==> src/rtl/eth_measurer_sweep.sv <==
// eth_measurer_sweep
//   Drives a ping-pong coordinator through a sweep of payload sizes. For each
//   size it collects pings_per_size completions and records good and lost
//   counts and min/max/sum round-trip time. It then offers one result record
//   over a valid/ready handshake and moves to the next size.
//
// Ports
//   clk, rst                 clock, asynchronous active-high reset
//   start, abort             one-cycle control pulses
//   psize_min/max/step       sweep range and increment (sampled on start)
//   pings_per_size           completions per size (sampled on start)
//   meas_enable/psize_req    request to the coordinator
//   meas_trigger/done        ping-launched / ping-completed pulses from it
//   meas_ping/pong_time      per-ping times, valid with meas_done
//   res_valid/ready, res_*   per-size result record
//   busy, sweep_done         status; sweep_done pulses only on normal end
module eth_measurer_sweep (
    input  logic        clk,
    input  logic        rst,
    input  logic        start,
    input  logic        abort,
    input  logic [15:0] psize_min,
    input  logic [15:0] psize_max,
    input  logic [15:0] psize_step,
    input  logic [15:0] pings_per_size,
    output logic        meas_enable,
    output logic [15:0] meas_psize_req,
    input  logic        meas_trigger,
    input  logic        meas_done,
    input  logic [31:0] meas_ping_time,
    input  logic [31:0] meas_pong_time,
    output logic        res_valid,
    input  logic        res_ready,
    output logic [15:0] res_psize,
    output logic [15:0] res_good,
    output logic [15:0] res_lost,
    output logic [31:0] res_min_rtt,
    output logic [31:0] res_max_rtt,
    output logic [47:0] res_sum_rtt,
    output logic        busy,
    output logic        sweep_done
);

    typedef enum logic [2:0] {IDLE, RUN, REPORT, NEXT, DRAIN} state_t;

    localparam logic [31:0] LOST_TIME = 32'hFFFF_FFFF;
    localparam logic [31:0] RTT_SAT   = 32'hFFFF_FFFE;

    state_t      state_q, state_d;
    logic [15:0] max_q, max_d;
    logic [15:0] step_q, step_d;
    logic [15:0] pings_q, pings_d;
    logic [15:0] cur_q, cur_d;
    logic [15:0] done_cnt_q, done_cnt_d;
    logic [15:0] good_q, good_d;
    logic [15:0] lost_q, lost_d;
    logic [31:0] min_q, min_d;
    logic [31:0] maxr_q, maxr_d;
    logic [47:0] sum_q, sum_d;
    logic        in_flight_q, in_flight_d;
    logic        sweep_done_q, sweep_done_d;
    logic        drain_cnt_q, drain_cnt_d;

    logic [32:0] rtt_wide;
    logic [31:0] rtt;
    logic        ping_lost;
    logic        last_done;
    logic [16:0] next_psize;
    logic        clr_acc;

    // Saturate to one below the lost marker so a good rtt never reads as lost.
    assign rtt_wide   = {1'b0, meas_ping_time} + {1'b0, meas_pong_time};
    assign rtt        = (rtt_wide > {1'b0, RTT_SAT}) ? RTT_SAT : rtt_wide[31:0];
    assign ping_lost  = (meas_ping_time == LOST_TIME) || (meas_pong_time == LOST_TIME);
    assign next_psize = {1'b0, cur_q} + {1'b0, step_q};

    // Combinational drop on the final completion so the coordinator cannot
    // launch one extra ping in the cycle before REPORT.
    assign last_done   = meas_done && (done_cnt_q == pings_q - 16'd1);
    assign meas_enable = (state_q == RUN) && !last_done;

    assign meas_psize_req = cur_q;
    assign res_valid      = (state_q == REPORT);
    assign res_psize      = cur_q;
    assign res_good       = good_q;
    assign res_lost       = lost_q;
    assign res_min_rtt    = min_q;
    assign res_max_rtt    = maxr_q;
    assign res_sum_rtt    = sum_q;
    assign busy           = (state_q != IDLE);
    assign sweep_done     = sweep_done_q;

    always_comb begin
        state_d      = state_q;
        max_d        = max_q;
        step_d       = step_q;
        pings_d      = pings_q;
        cur_d        = cur_q;
        done_cnt_d   = done_cnt_q;
        good_d       = good_q;
        lost_d       = lost_q;
        min_d        = min_q;
        maxr_d       = maxr_q;
        sum_d        = sum_q;
        sweep_done_d = 1'b0;
        drain_cnt_d  = drain_cnt_q;
        clr_acc      = 1'b0;

        // Trigger wins over done so a back-to-back launch stays tracked.
        if (meas_trigger)   in_flight_d = 1'b1;
        else if (meas_done) in_flight_d = 1'b0;
        else                in_flight_d = in_flight_q;

        case (state_q)
            IDLE: begin
                if (start) begin
                    max_d   = psize_max;
                    step_d  = psize_step;
                    pings_d = pings_per_size;
                    if (pings_per_size == 16'd0 || psize_min > psize_max) begin
                        sweep_done_d = 1'b1;
                    end else begin
                        cur_d   = psize_min;
                        clr_acc = 1'b1;
                        state_d = RUN;
                    end
                end
            end
            RUN: begin
                if (abort) begin
                    drain_cnt_d = 1'b0;
                    state_d     = DRAIN;
                end else if (meas_done) begin
                    done_cnt_d = done_cnt_q + 16'd1;
                    if (ping_lost) begin
                        lost_d = lost_q + 16'd1;
                    end else begin
                        good_d = good_q + 16'd1;
                        sum_d  = sum_q + {16'd0, rtt};
                        if (rtt < min_q)  min_d  = rtt;
                        if (rtt > maxr_q) maxr_d = rtt;
                    end
                    if (({1'b0, done_cnt_q} + 17'd1) == {1'b0, pings_q})
                        state_d = REPORT;
                end
            end
            REPORT: begin
                if (abort)          state_d = IDLE;
                else if (res_ready) state_d = NEXT;
            end
            NEXT: begin
                if (step_q == 16'd0 || next_psize > {1'b0, max_q}) begin
                    sweep_done_d = 1'b1;
                    state_d      = IDLE;
                end else begin
                    cur_d   = next_psize[15:0];
                    clr_acc = 1'b1;
                    state_d = RUN;
                end
            end
            DRAIN: begin
                // First DRAIN cycle always passes, giving the minimum of two.
                drain_cnt_d = 1'b1;
                if (drain_cnt_q && !in_flight_q && !meas_trigger)
                    state_d = IDLE;
            end
            default: state_d = IDLE;
        endcase

        if (clr_acc) begin
            done_cnt_d = 16'd0;
            good_d     = 16'd0;
            lost_d     = 16'd0;
            min_d      = LOST_TIME;
            maxr_d     = 32'd0;
            sum_d      = 48'd0;
        end
    end

    always_ff @(posedge clk or posedge rst) begin
        if (rst) begin
            state_q      <= IDLE;
            max_q        <= 16'd0;
            step_q       <= 16'd0;
            pings_q      <= 16'd0;
            cur_q        <= 16'd0;
            done_cnt_q   <= 16'd0;
            good_q       <= 16'd0;
            lost_q       <= 16'd0;
            min_q        <= LOST_TIME;
            maxr_q       <= 32'd0;
            sum_q        <= 48'd0;
            in_flight_q  <= 1'b0;
            sweep_done_q <= 1'b0;
            drain_cnt_q  <= 1'b0;
        end else begin
            state_q      <= state_d;
            max_q        <= max_d;
            step_q       <= step_d;
            pings_q      <= pings_d;
            cur_q        <= cur_d;
            done_cnt_q   <= done_cnt_d;
            good_q       <= good_d;
            lost_q       <= lost_d;
            min_q        <= min_d;
            maxr_q       <= maxr_d;
            sum_q        <= sum_d;
            in_flight_q  <= in_flight_d;
            sweep_done_q <= sweep_done_d;
            drain_cnt_q  <= drain_cnt_d;
        end
    end

endmodule

==> config.mk <==
export PLATFORM = sky130hd
export DESIGN_NAME = eth_measurer_sweep
export DESIGN_NICKNAME = d
export VERILOG_FILES = /design/src/rtl/eth_measurer_sweep.sv
export SDC_FILE = /design/constraint.sdc
export NUM_CORES = 1
export LEC_CHECK = 0
export CORE_UTILIZATION = 50
export DETAILED_ROUTE_END_ITERATION = 16
export HOLD_SLACK_MARGIN = 0.15
export PLACE_DENSITY = 0.76
export REMOVE_ABC_BUFFERS = 1
export SLEW_MARGIN = 20
export SYNTH_ARGS = -nofsm -noshare
export SYNTH_HDL_FRONTEND = slang
export SYNTH_SLANG_ARGS = --single-unit
==> constraint.sdc <==
create_clock -name clk -period 9.5 [get_ports clk]
set_clock_uncertainty 0.05 [all_clocks]
set_input_delay 1.425 -clock clk [delete_from_list [all_inputs] [get_ports clk]]
set_output_delay 1.425 -clock clk [all_outputs]
set_load 0.1 [all_outputs]
==> flow_metrics.env <==
export IMPL_outcome="complete, no violations"
export IMPL_clock_latency_ps=550
export IMPL_vias_per_cell=5.97
export IMPL_drive_above_1_share=0.0663
export IMPL_grt_max_degree=116
export IMPL_cp_start_kind="input port"
export IMPL_synthTopCellsByArea="dfrtp_1, ha_1, nor2_1"
export IMPL_grt_pass1_vias=16000
export IMPL_core_area_um2=34900
export IMPL_ys_warn_count=0
export IMPL_cts_resized=0
export IMPL_dp_cells=2772
export IMPL_cp_max_fo=25
export IMPL_io_pins=315
export IMPL_clk_path_buf_depth=3
export IMPL_ys_async_sr_fraction=1.00
export IMPL_gp_congestion=0.925
export IMPL_path_clk_slew_ps=60
export IMPL_power_density_nw_per_um2=367
export IMPL_cts_setup_buffers=0
export IMPL_stdcell_count=2823
export IMPL_die_h_um=191
export IMPL_drv_slew=0
export IMPL_synth_common_cells="nor2_1, dfrtp_1, nand2_1"
export IMPL_timing_critical_path_arrival_ps=8990
export IMPL_numCtsBuffers=28
export IMPL_synth_seq_area_share=0.325
export IMPL_yosysUniqueCellTypes=84
export IMPL_vdd_drop_max_mv=0.503
export IMPL_synth_edf_count=0
export IMPL_antenna_found_initial=0
export IMPL_path_class="in2reg"
export IMPL_slew_headroom=0.269
export IMPL_synth_top_area_frac=0.277
export IMPL_rsz0062_at_grt="no"
export IMPL_required_ps=9910
export IMPL_row_count=68
export IMPL_min_from="in_flight_q"
export IMPL_avgSynthCellArea_um2=8.59
export IMPL_fp_dieArea_um2=36500
export IMPL_clock_sinks=230
export IMPL_dr_pass1_iters=5
export IMPL_startpoint="meas_ping_time[0]"
export IMPL_finalCritPeriodShare=0.903
export IMPL_fillers=3006
export IMPL_grt_pass1_wl_um=86900
export IMPL_die_x_um=191
export IMPL_cts_tree="yes"
export IMPL_clock_fmax_ghz=0.117
export IMPL_place_hpwl_um=42300
export IMPL_total_power_uw=8170
export IMPL_finalSetupViolations=0
export IMPL_root_buffer="clkbuf_16"
export IMPL_h_tree_depth=1
export IMPL_fin_crit_ps=8580
export IMPL_port_buffers=314
export IMPL_endpoint_kind="register"
export IMPL_ant_nets=0
export IMPL_worstMarginPinSlew_ps=1090
export IMPL_hold_path_class="reg2reg"
export IMPL_drt_iter0_markers=1309
export IMPL_syn_cell_area_um2=17900
export IMPL_vias=16900
export IMPL_finalHoldViolCount=0
export IMPL_ys_ff_latch=230
export IMPL_drt_total_wl_um=54800
export IMPL_leakagePower_uw=0.00985
export IMPL_wl_per_cell_um=19.4
export IMPL_groute_usage_overall=0.297
export IMPL_nNetsFinal=2664
export IMPL_worstReg2RegStart="meas_psize_req[1]"
export IMPL_post_route_util=0.637
export IMPL_yosysTopAreaCell="dfrtp_1"
export IMPL_synth_most_common_cell="nor2_1"
export IMPL_area_delta_synth_final_pct=24.4
export IMPL_initial_utilization=0.512
export IMPL_drv_cap=0
export IMPL_drcViolationCount=0
export IMPL_syn_inst=2080
export IMPL_grt_overflow=0
export IMPL_cts_hold_buf=0
export IMPL_n_antenna_cell=0
export IMPL_yosys_most_used_dff="dfrtp_1"
worst paths after layout:
kind	slack, ps	cells after the start	endpoint
worst max register to register	3410	20	meas_psize_req[6]
max in group asynchronous	6720	3	res_max_rtt[0]
worst min-delay path	430	1	in_flight_q
min in group asynchronous	1390	2	drain_cnt_q
worst min register to register	430	1	in_flight_q
worst max-delay path	920	28	res_sum_rtt[47]
sequential cells by signal (all words and copies together) (netlist names), 3 cells and up:
name	count
res_sum_rtt	48
res_max_rtt	32
res_min_rtt	32
done_cnt_q	16
max_q	16
meas_psize_req	16
pings_q	16
res_good	16
res_lost	16
step_q	16
state_q	3
where the power goes:
part | leakage [µW] | switching [µW] | internal [µW] | total [µW]
clock | 0.000443 | 430 | 645 | 1070
sequential | 0.00290 | 369 | 1340 | 1710
combinational | 0.00651 | 3640 | 1740 | 5380
cells in the final DEF (no fill, tap or decap), types with 9 or more instances in the layout:
master and count:
a311oi_1 27, clkbuf_16 29, a21oi_1 129, nor3_1 35
nor2b_1 21, nand2_1 186, ha_1 179, o21ai_0 96
dfrtp_1 198, and2_1 14, clkdlybuf4s50_1 314, nor2_1 229
and3_1 25, nand4_1 52, xnor2_1 70, buf_4 22
a211oi_1 26, nand3_1 50, o32a_1 27, dfstp_2 32
and4_1 9, a21o_1 49, o31ai_1 10, o21bai_1 13
nand2b_1 19, mux2_2 33, o21a_1 9, a31oi_1 24
mux2i_1 32, o211ai_1 12, or3_1 20, xor2_1 72
clkbuf_1 11, inv_1 134, or2_2 10, nor4_1 26
logic make-up after synthesis:
| group | share of synthesized area |
|---|---|
| AO/OA/AOI/OAI | 0.186 |
| XOR/XNOR | 0.0696 |
| adder cells (fa/ha/maj) | 0.129 |
| buffers and inverters | 0.0551 |
| flip-flops | 0.325 |
| multiplexers | 0.0387 |
| AND/OR/NAND/NOR | 0.197 |
final cells by class:
class / count / area [µm²] / share of cell area
clock buffers: 44 / 822 / 0.0370
clock inverters: 7 / 91.3 / 0.00411
inverters: 135 / 514 / 0.0231
multi-input cells: 1615 / 11100 / 0.500
flip-flops and latches: 230 / 5800 / 0.261
well taps: 455 / 569 / 0.0256
repair buffers: 337 / 3320 / 0.149
stage by stage:
stage / instance area, µm² / TNS, ps / setup slack (ps) / hold WS [ps]
finish: 22200 / 0 / 923 / 429
global route: 22200 / 0 / 528 / 451
CTS: 22200 / 0 / 1160 / 430
detailed placement: 21300 / 0 / 651 / 417
global placement: 21300 / 0 / 802 / 410
floorplan: 17400 / -51300 / -1660 / 396
per-layer routing:
layer | GRT usage | up-vias | wire length (µm)
met3 | 0.0356 | 77 | 3320
met5 | 0 | - | 0
met1 | 0.421 | 8187 | 24700
met2 | 0.478 | 579 | 25400
met4 | 0.0769 | 0 | 1390
li1 | - | 8012 | -
critical path: stages:
cell	delay, ps
clkdlybuf4s50_1	430
ha_1	240
inv_1	80
fa_1	200
nor2b_1	70
o31a_1	320
o2111a_2	360
o211ai_4	250
nand2_2	120
o311ai_1	750
nor4_1	210
nand4bb_1	210
nor3_2	100
nor2_2	630
buf_4	400
nand2_1	180
ha_1	330
a211oi_1	80
o21bai_1	290
o2111ai_1	230
a21oi_1	170
nor2_1	80
o21ai_0	540
a211oi_1	260
nor3_1	410
nor2_1	160
or3_1	320
a21oi_1	140
Power figures use the tool's default switching activity.
